$ cat src/rtl/axis_checksum_append_pkg.sv
// Shared definitions for the AXI-Stream checksum appender: FSM encoding and default widths.
package axis_checksum_append_pkg;

    localparam int DEFAULT_DATA_WIDTH = 8;
    localparam int DEFAULT_CNT_WIDTH  = 16;

    typedef enum logic {
        PASS   = 1'b0,
        APPEND = 1'b1
    } state_t;

endpackage

$ cat src/rtl/axis_out_slot.sv
// Single registered AXI-Stream output slot: loads when free, holds while stalled.
module axis_out_slot #(
    parameter int DATA_WIDTH = 8
) (
    input  logic                  clk,
    input  logic                  reset,
    input  logic                  load,
    input  logic [DATA_WIDTH-1:0] load_data,
    input  logic                  load_last,
    input  logic                  m_axis_tready,
    output logic                  free,
    output logic [DATA_WIDTH-1:0] m_axis_tdata,
    output logic                  m_axis_tvalid,
    output logic                  m_axis_tlast
);

    assign free = !m_axis_tvalid || m_axis_tready;

    // Data only changes on a load so an idle slot keeps its last value on the bus.
    always_ff @(posedge clk) begin
        if (reset) begin
            m_axis_tdata  <= '0;
            m_axis_tvalid <= 1'b0;
            m_axis_tlast  <= 1'b0;
        end else if (free) begin
            m_axis_tvalid <= load;
            m_axis_tlast  <= load && load_last;
            if (load) begin
                m_axis_tdata <= load_data;
            end
        end
    end

endmodule

$ cat src/rtl/axis_checksum_append.sv
// Passes a packet through and appends a two's-complement checksum beat carrying tlast.
module axis_checksum_append
    import axis_checksum_append_pkg::*;
#(
    parameter int DATA_WIDTH = DEFAULT_DATA_WIDTH,
    parameter int CNT_WIDTH  = DEFAULT_CNT_WIDTH
) (
    input  logic                  clk,
    input  logic                  reset,
    input  logic [DATA_WIDTH-1:0] s_axis_tdata,
    input  logic                  s_axis_tvalid,
    output logic                  s_axis_tready,
    input  logic                  s_axis_tlast,
    output logic [DATA_WIDTH-1:0] m_axis_tdata,
    output logic                  m_axis_tvalid,
    input  logic                  m_axis_tready,
    output logic                  m_axis_tlast,
    output logic [CNT_WIDTH-1:0]  pkt_count
);

    state_t                state, state_next;
    logic [DATA_WIDTH-1:0] sum, sum_next;
    logic                  slot_free;
    logic                  load;
    logic [DATA_WIDTH-1:0] load_data;
    logic                  load_last;
    logic                  cnt_inc;
    logic                  accept;

    // Gated by reset so upstream never sees a handshake while the block is clearing.
    assign s_axis_tready = (state == PASS) && slot_free && !reset;
    assign accept        = s_axis_tvalid && s_axis_tready;

    always_ff @(posedge clk) begin
        if (reset) begin
            state     <= PASS;
            sum       <= '0;
            pkt_count <= '0;
        end else begin
            state <= state_next;
            sum   <= sum_next;
            if (cnt_inc) begin
                pkt_count <= pkt_count + CNT_WIDTH'(1);
            end
        end
    end

    always_comb begin
        state_next = state;
        sum_next   = sum;
        load       = 1'b0;
        load_data  = s_axis_tdata;
        load_last  = 1'b0;
        cnt_inc    = 1'b0;
        case (state)
            PASS: begin
                if (accept) begin
                    load     = 1'b1;
                    sum_next = sum + s_axis_tdata;
                    if (s_axis_tlast) begin
                        state_next = APPEND;
                    end
                end
            end
            APPEND: begin
                if (slot_free) begin
                    load       = 1'b1;
                    load_data  = (~sum) + DATA_WIDTH'(1);
                    load_last  = 1'b1;
                    sum_next   = '0;
                    cnt_inc    = 1'b1;
                    state_next = PASS;
                end
            end
            default: state_next = PASS;
        endcase
    end

    axis_out_slot #(
        .DATA_WIDTH(DATA_WIDTH)
    ) u_slot (
        .clk          (clk),
        .reset        (reset),
        .load         (load),
        .load_data    (load_data),
        .load_last    (load_last),
        .m_axis_tready(m_axis_tready),
        .free         (slot_free),
        .m_axis_tdata (m_axis_tdata),
        .m_axis_tvalid(m_axis_tvalid),
        .m_axis_tlast (m_axis_tlast)
    );

endmodule

$ cat config.mk
export PLATFORM = sky130hd
export DESIGN_NAME = axis_checksum_append
export DESIGN_NICKNAME = d
export VERILOG_FILES = /design/src/rtl/axis_checksum_append_pkg.sv /design/src/rtl/axis_out_slot.sv /design/src/rtl/axis_checksum_append.sv
export SDC_FILE = /design/constraint.sdc
export NUM_CORES = 1
export LEC_CHECK = 0
export CAP_MARGIN = 20
export CORE_UTILIZATION = 30
export CTS_CLUSTER_DIAMETER = 80
export CTS_CLUSTER_SIZE = 12
export DETAILED_ROUTE_END_ITERATION = 8
export PLACE_DENSITY = 0.59
export SYNTH_ARGS = -nofsm -noshare
export SYNTH_HDL_FRONTEND = slang
export SYNTH_SLANG_ARGS = --single-unit
$ cat constraint.sdc
create_clock -name clk -period 4.25 [get_ports clk]
set_clock_uncertainty 0.05 [all_clocks]
set_input_delay 0.425 -clock clk [delete_from_list [all_inputs] [get_ports clk]]
set_output_delay 0.425 -clock clk [all_outputs]
set_load 0.01 [all_outputs]
==> impl_metrics.ini, run 1 <==
[timing]
min_period_ps = 2510
fin_hold_ws_ps = 418
finalSetupTns_ps = 0
finalMaxSlewViolations = 0
setup_violations = 0
grt_setup_unrepaired = no
tightestPinTransition_ps = 645
hold_viol = 0
slew_headroom = 0.569
timing.fmax_mhz = 398
period_share = 0.591

[routing]
drc_errors = 0
wl_per_cell_um = 12.7
routed_wl_um = 4250
num_vias = 1630
ant_nets = 0
drt_iter0_drc = 59
via_per_inst = 4.88
firstDrtPassIters = 4

[worst_setup_path]
startpoint_type = input pin
end_kind = primary output
startpoint = reset
timing.rr.start = state$_SDFF_PP0_
cp.arrival_ps = 2040
cp_data_required_time_ps = 3770
crit_type = in -> out
crit_fanout = 34

[synthesis]
synthArstFlopShare = 0
yosysTopAreaCellShare = 0.377
yosysWarningCount = 0
synth_area_um2 = 1860
ys_seq_elements = 35
netlist_top_cells_count = dfxtp_1, nor2_1, nand2_1
ys_types = 33
syn-instance-count = 219
synthMostInstantiatedCell = dfxtp_1
synth_area_leaders = dfxtp_1, xnor2_1, ha_1, nor2_1, xor2_1
syn_area_per_cell_um2 = 8.50
synth_top_area_cell = dfxtp_1
ys.flop_type = dfxtp_1
synth_nets = 242
yosysSeqAreaShare = 0.377
synth-edff-count = 0

[clock_tree]
clk_latency_ps = 290
cts_max_path_buffers = 2
root_buffer = clkbuf_8
clk_pin_slew_worst_paths_ps = 70
cts.repair.resized = 0
cts_sinks = 35
cts_hold_buf = 0
cts_tree = done
htree_levels = 2
cts_setup_buffers = 0
cts_buffers = 5

[pwr]
combPwrFrac = 0.177
p_sw_mw = 0.214
switching_share = 0.260
power_mw = 0.822
seqPwrFrac = 0.442
power_density_nw_per_um2 = 337
ir_drop_mv = 0.160
cellLeakagePower_nw = 0.878
p_clk_frac = 0.381
p_int_mw = 0.609

[placement]
hpwlAfterDp_um = 3230
dpl_cell_area_um2 = 2320
place.gp.congestion = 0.777
io_buffers = 39

[cells_and_area]
register_area_um2 = 701
antenna_cells = 0
fin_nets = 281
fin_area_um2 = 2440
multi_input_area_um2 = 1100
drive_gt1_frac = 0.0502
n_fill_cell = 622
utilization = 0.409
area_delta_synth_final_pct = 31.0

[grt]
grt_pass1_vias = 1396
grt.overflow.total = 0
grt_max_degree = 35
grt_pass1_wl_um = 6840
antenna_found_initial = 0
grt_usage = 0.138

[floorplan]
rows = 28
pin_count = 40
dieArea_um2 = 6520
fp.dieW_um = 80.8
fp.dieH_um = 80.8
coreArea_um2 = 5960
initial_core_util = 0.312

[run]
max_cap_viol_count = 0

[hold_path]
hold_path.class = reg -> reg
worstHoldStart = u_slot.m_axis_tlast$_SDFFE_PP0N_

[status]
status = complete, no violations
==> routing by layer <==
metal | vias up | GRT usage | routed length (um)
li1 | 859 | - | -
met1 | 735 | 0.192 | 2120
met2 | 30 | 0.208 | 1870
met3 | 6 | 0.0281 | 187
met4 | 0 | 0.0536 | 72
met5 | - | 0 | 0
==> cell usage in the layout (no fill, tap or decap), types with 4 or more instances in the layout <==
cell type | Yosys | layout
a211oi_1 | 7 | 7
a21oi_1 | 16 | 16
clkbuf_8 | 0 | 6
clkdlybuf4s50_1 | 0 | 39
dfxtp_1 | 35 | 35
ha_1 | 9 | 9
inv_1 | 6 | 6
mux2i_1 | 6 | 6
nand2_1 | 19 | 19
nand3_1 | 13 | 13
nand4_1 | 7 | 7
nor2_1 | 30 | 30
nor3_1 | 7 | 7
nor4_1 | 4 | 4
o21ai_0 | 5 | 5
xnor2_1 | 13 | 13
xor2_1 | 11 | 11
==> worst paths after layout <==
| check | to | slack (ps) | cells past startpoint |
|---|---|---|---|
| max | s_axis_tready | 1740 | 4 |
| min | u_slot.m_axis_tlast$_SDFFE_PP0N_ | 420 | 2 |
| max reg2reg | sum[7]$_SDFFE_PP0P_ | 1980 | 5 |
| min reg2reg | u_slot.m_axis_tlast$_SDFFE_PP0N_ | 420 | 2 |
==> kinds of logic after synthesis <==
family / Yosys count / synth area share
and+or+nand+nor: 95 / 0.260
DFF: 35 / 0.377
AOI/OAI and AO/OA: 34 / 0.113
xor gates and xnor gates: 24 / 0.113
buffers and inverters: 15 / 0.0336
adders and majority gates: 10 / 0.0713
muxes: 6 / 0.0323
==> flip-flops by register name, summed over array words and instances (netlist names) <==
register,flops
pkt_count,16
state,1
sum,8
u_slot.m_axis_tdata,8
u_slot.m_axis_tlast,1
u_slot.m_axis_tvalid,1
==> layout make-up <==
type / count / area share
Tap cell: 75 / 0.0385
Timing Repair Buffer: 41 / 0.166
Multi-Input combinational cell: 169 / 0.450
Inverter: 6 / 0.00924
Clock inverter: 2 / 0.0144
Sequential cell: 35 / 0.287
Clock buffer: 6 / 0.0339
==> critical path: stages <==
cell and delay (ps):
clkdlybuf4s50_1 430, buf_4 260, nor3_1 320, clkdlybuf4s50_1 600
==> through the flow <==
stage,instances,worst slack (ps)
2_1_floorplan,219,2180
3_3_place_gp,326,1630
3_5_place_dp,326,1590
4_1_cts,334,1720
5_1_grt,334,1660
6_report,334,1740
==> power by group through the flow <==
stage	registers (mW)	clock network (mW)	logic, mW
after detailed placement	0.371	0	0.146
after global routing	0.366	0.336	0.164
after CTS	0.364	0.322	0.147
after floorplan	0.370	0	0.0957
final	0.364	0.313	0.146
after global placement	0.371	0	0.146
No activity file was read; power rests on OpenSTA's default activity.
==> run 2: changes to the inputs <==
clock period = 2.55 ns   (was 4.25 ns; I/O delays follow)
==> run 2 against run 1 <==
  * Combinational power grew 70%
  * Count of clock-buffer cells in the layout is the same
  * Total power grew 53%
  * Via count grew 2.5%
  * Non-clock buffer count grew 3
  * Final area shrank 0.41%
  * Clock power grew 28%
  * Register-to-register slack lost 1500 ps
  * Global-route usage grew 0.74 points
  * Utilization shrank 0.17 points
  * Sequential share of layout area grew 0.12 points
  * Die area is the same
==> impl_metrics.ini, run 2 (synthesis results as in run 1) <==
[placement]
dpl_cell_area_um2 = 2340
dpl_worst_slack_ps = 63.4
post-place-cells = 329
hpwlAfterDp_um = 3280
place.gp.congestion = 0.816
io_buffers = 39

[pwr]
p_int_mw = 0.893
cellLeakagePower_nw = 0.872
combPwrFrac = 0.197
power_mw = 1.26
power_density_nw_per_um2 = 518
p_clk_frac = 0.320
switching_share = 0.289
seqPwrFrac = 0.482
ir_drop_mv = 0.203
p_sw_mw = 0.364

[grt]
grt_usage = 0.146
grt.overflow.total = 0
grt_pass1_vias = 1483
grt_max_degree = 29
grt_pass1_wl_um = 7200
antenna_found_initial = 0

[timing]
finalMaxSlewViolations = 0
min_period_ps = 2170
grt_setup_unrepaired = no
period_share = 0.850
slew_headroom = 0.540
setup_violations = 0
tightestPinTransition_ps = 688
fin_hold_ws_ps = 426
hold_viol = 0
setup_ws_ps = 382
timing.fmax_mhz = 461
finalSetupTns_ps = 0

[worst_setup_path]
end_kind = flop
reg2reg_to = sum[6]$_SDFFE_PP0P_
crit_type = in -> reg
crit_fanout = 2
cp.arrival_ps = 2300
worstRegToRegCells = 7
reg2reg_slack_ps = 440
startpoint_type = input pin
cp_data_required_time_ps = 2680
timing.rr.start = sum[0]$_SDFFE_PP0P_

[clock_tree]
htree_levels = 2
cts_setup_buffers = 0
cts_max_path_buffers = 2
cts_hold_buf = 0
root_buffer = clkbuf_8
clk_pin_slew_worst_paths_ps = 80
clk_latency_ps = 300
cts_tree = done
cts_sinks = 35
cts_buffers = 5
cts.repair.resized = 0

[routing]
via_per_inst = 4.96
num_vias = 1670
drt_iter0_drc = 75
routed_wl_um = 4390
firstDrtPassIters = 4
wl_per_cell_um = 13.0
ant_nets = 0
drc_errors = 0

[floorplan]
rows = 28
fp.dieW_um = 80.8
dieArea_um2 = 6520
pin_count = 40
initial_core_util = 0.312
coreArea_um2 = 5960
fp.dieH_um = 80.8

[cells_and_area]
fin_nets = 284
area_delta_synth_final_pct = 30.5
final_common_cell = clkdlybuf4s50_1
layout_common_cells = clkdlybuf4s50_1, dfxtp_1, nor2_1
reg_top3 = pkt_count (16), sum (8), u_slot.m_axis_tdata (8)
drive_gt1_frac = 0.0573
final_cells = 337
n_fill_cell = 611
largest_reg_flops = 16
utilization = 0.408
fin_area_um2 = 2430
antenna_cells = 0
top_register = pkt_count

[run]
max_cap_viol_count = 0

[hold_path]
hold_path.class = reg -> reg
whs_path_depth = 2
worstHoldStart = u_slot.m_axis_tlast$_SDFFE_PP0N_
holdPathEnd = u_slot.m_axis_tlast$_SDFFE_PP0N_

[status]
status = complete, no violations
[run 2: worst max-delay path, cell delays in order]
cell             delay, ps
clkdlybuf4s50_1        450
ha_1                   250
fa_1                   410
a21o_1                 190
a311o_1                340
a21oi_1                170
xor2_1                 150
o21ai_0                 90
[run 2: per-layer routing]
| metal | vias up | track usage | part of all wire |
|---|---|---|---|
| met5 | - | 0 | 0 |
| met4 | 0 | 0.0589 | 0.019 |
| met3 | 7 | 0.0360 | 0.036 |
| met2 | 25 | 0.231 | 0.45 |
| met1 | 773 | 0.189 | 0.49 |
| li1 | 865 | - | - |
[run 2: power by group through the flow]
stage	clock (mW)	sequential, mW	combinational (mW)
5_1_grt	0.433	0.611	0.275
3_3_place_gp	0	0.618	0.249
2_1_floorplan	0	0.617	0.159
3_5_place_dp	0	0.619	0.250
6_report	0.402	0.606	0.248
4_1_cts	0.415	0.606	0.251
[run 2: layout make-up]
type | count | area [um2] | area share
multi-input combinational | 169 | 1100 | 0.452
timing repair buffer | 44 | 428 | 0.176
inverter | 6 | 22.5 | 0.00928
clock inverter | 2 | 12.5 | 0.00515
sequential | 35 | 701 | 0.289
clock buffer | 6 | 72.6 | 0.0299
tap | 75 | 93.8 | 0.0387
[run 2: worst max path at each step]
stage               slack [ps]                   to                start  cells past startpoint
floorplan                  570  sum[6]$_SDFFE_PP0P_  sum[0]$_SDFFE_PP0P_                      7
global placement           110  sum[6]$_SDFFE_PP0P_      s_axis_tdata[0]                      8
detailed placement          60  sum[6]$_SDFFE_PP0P_      s_axis_tdata[0]                      8
CTS                        370  sum[6]$_SDFFE_PP0P_      s_axis_tdata[0]                      8
global route               330  sum[6]$_SDFFE_PP0P_      s_axis_tdata[0]                      8
finish                     380  sum[6]$_SDFFE_PP0P_      s_axis_tdata[0]                      8
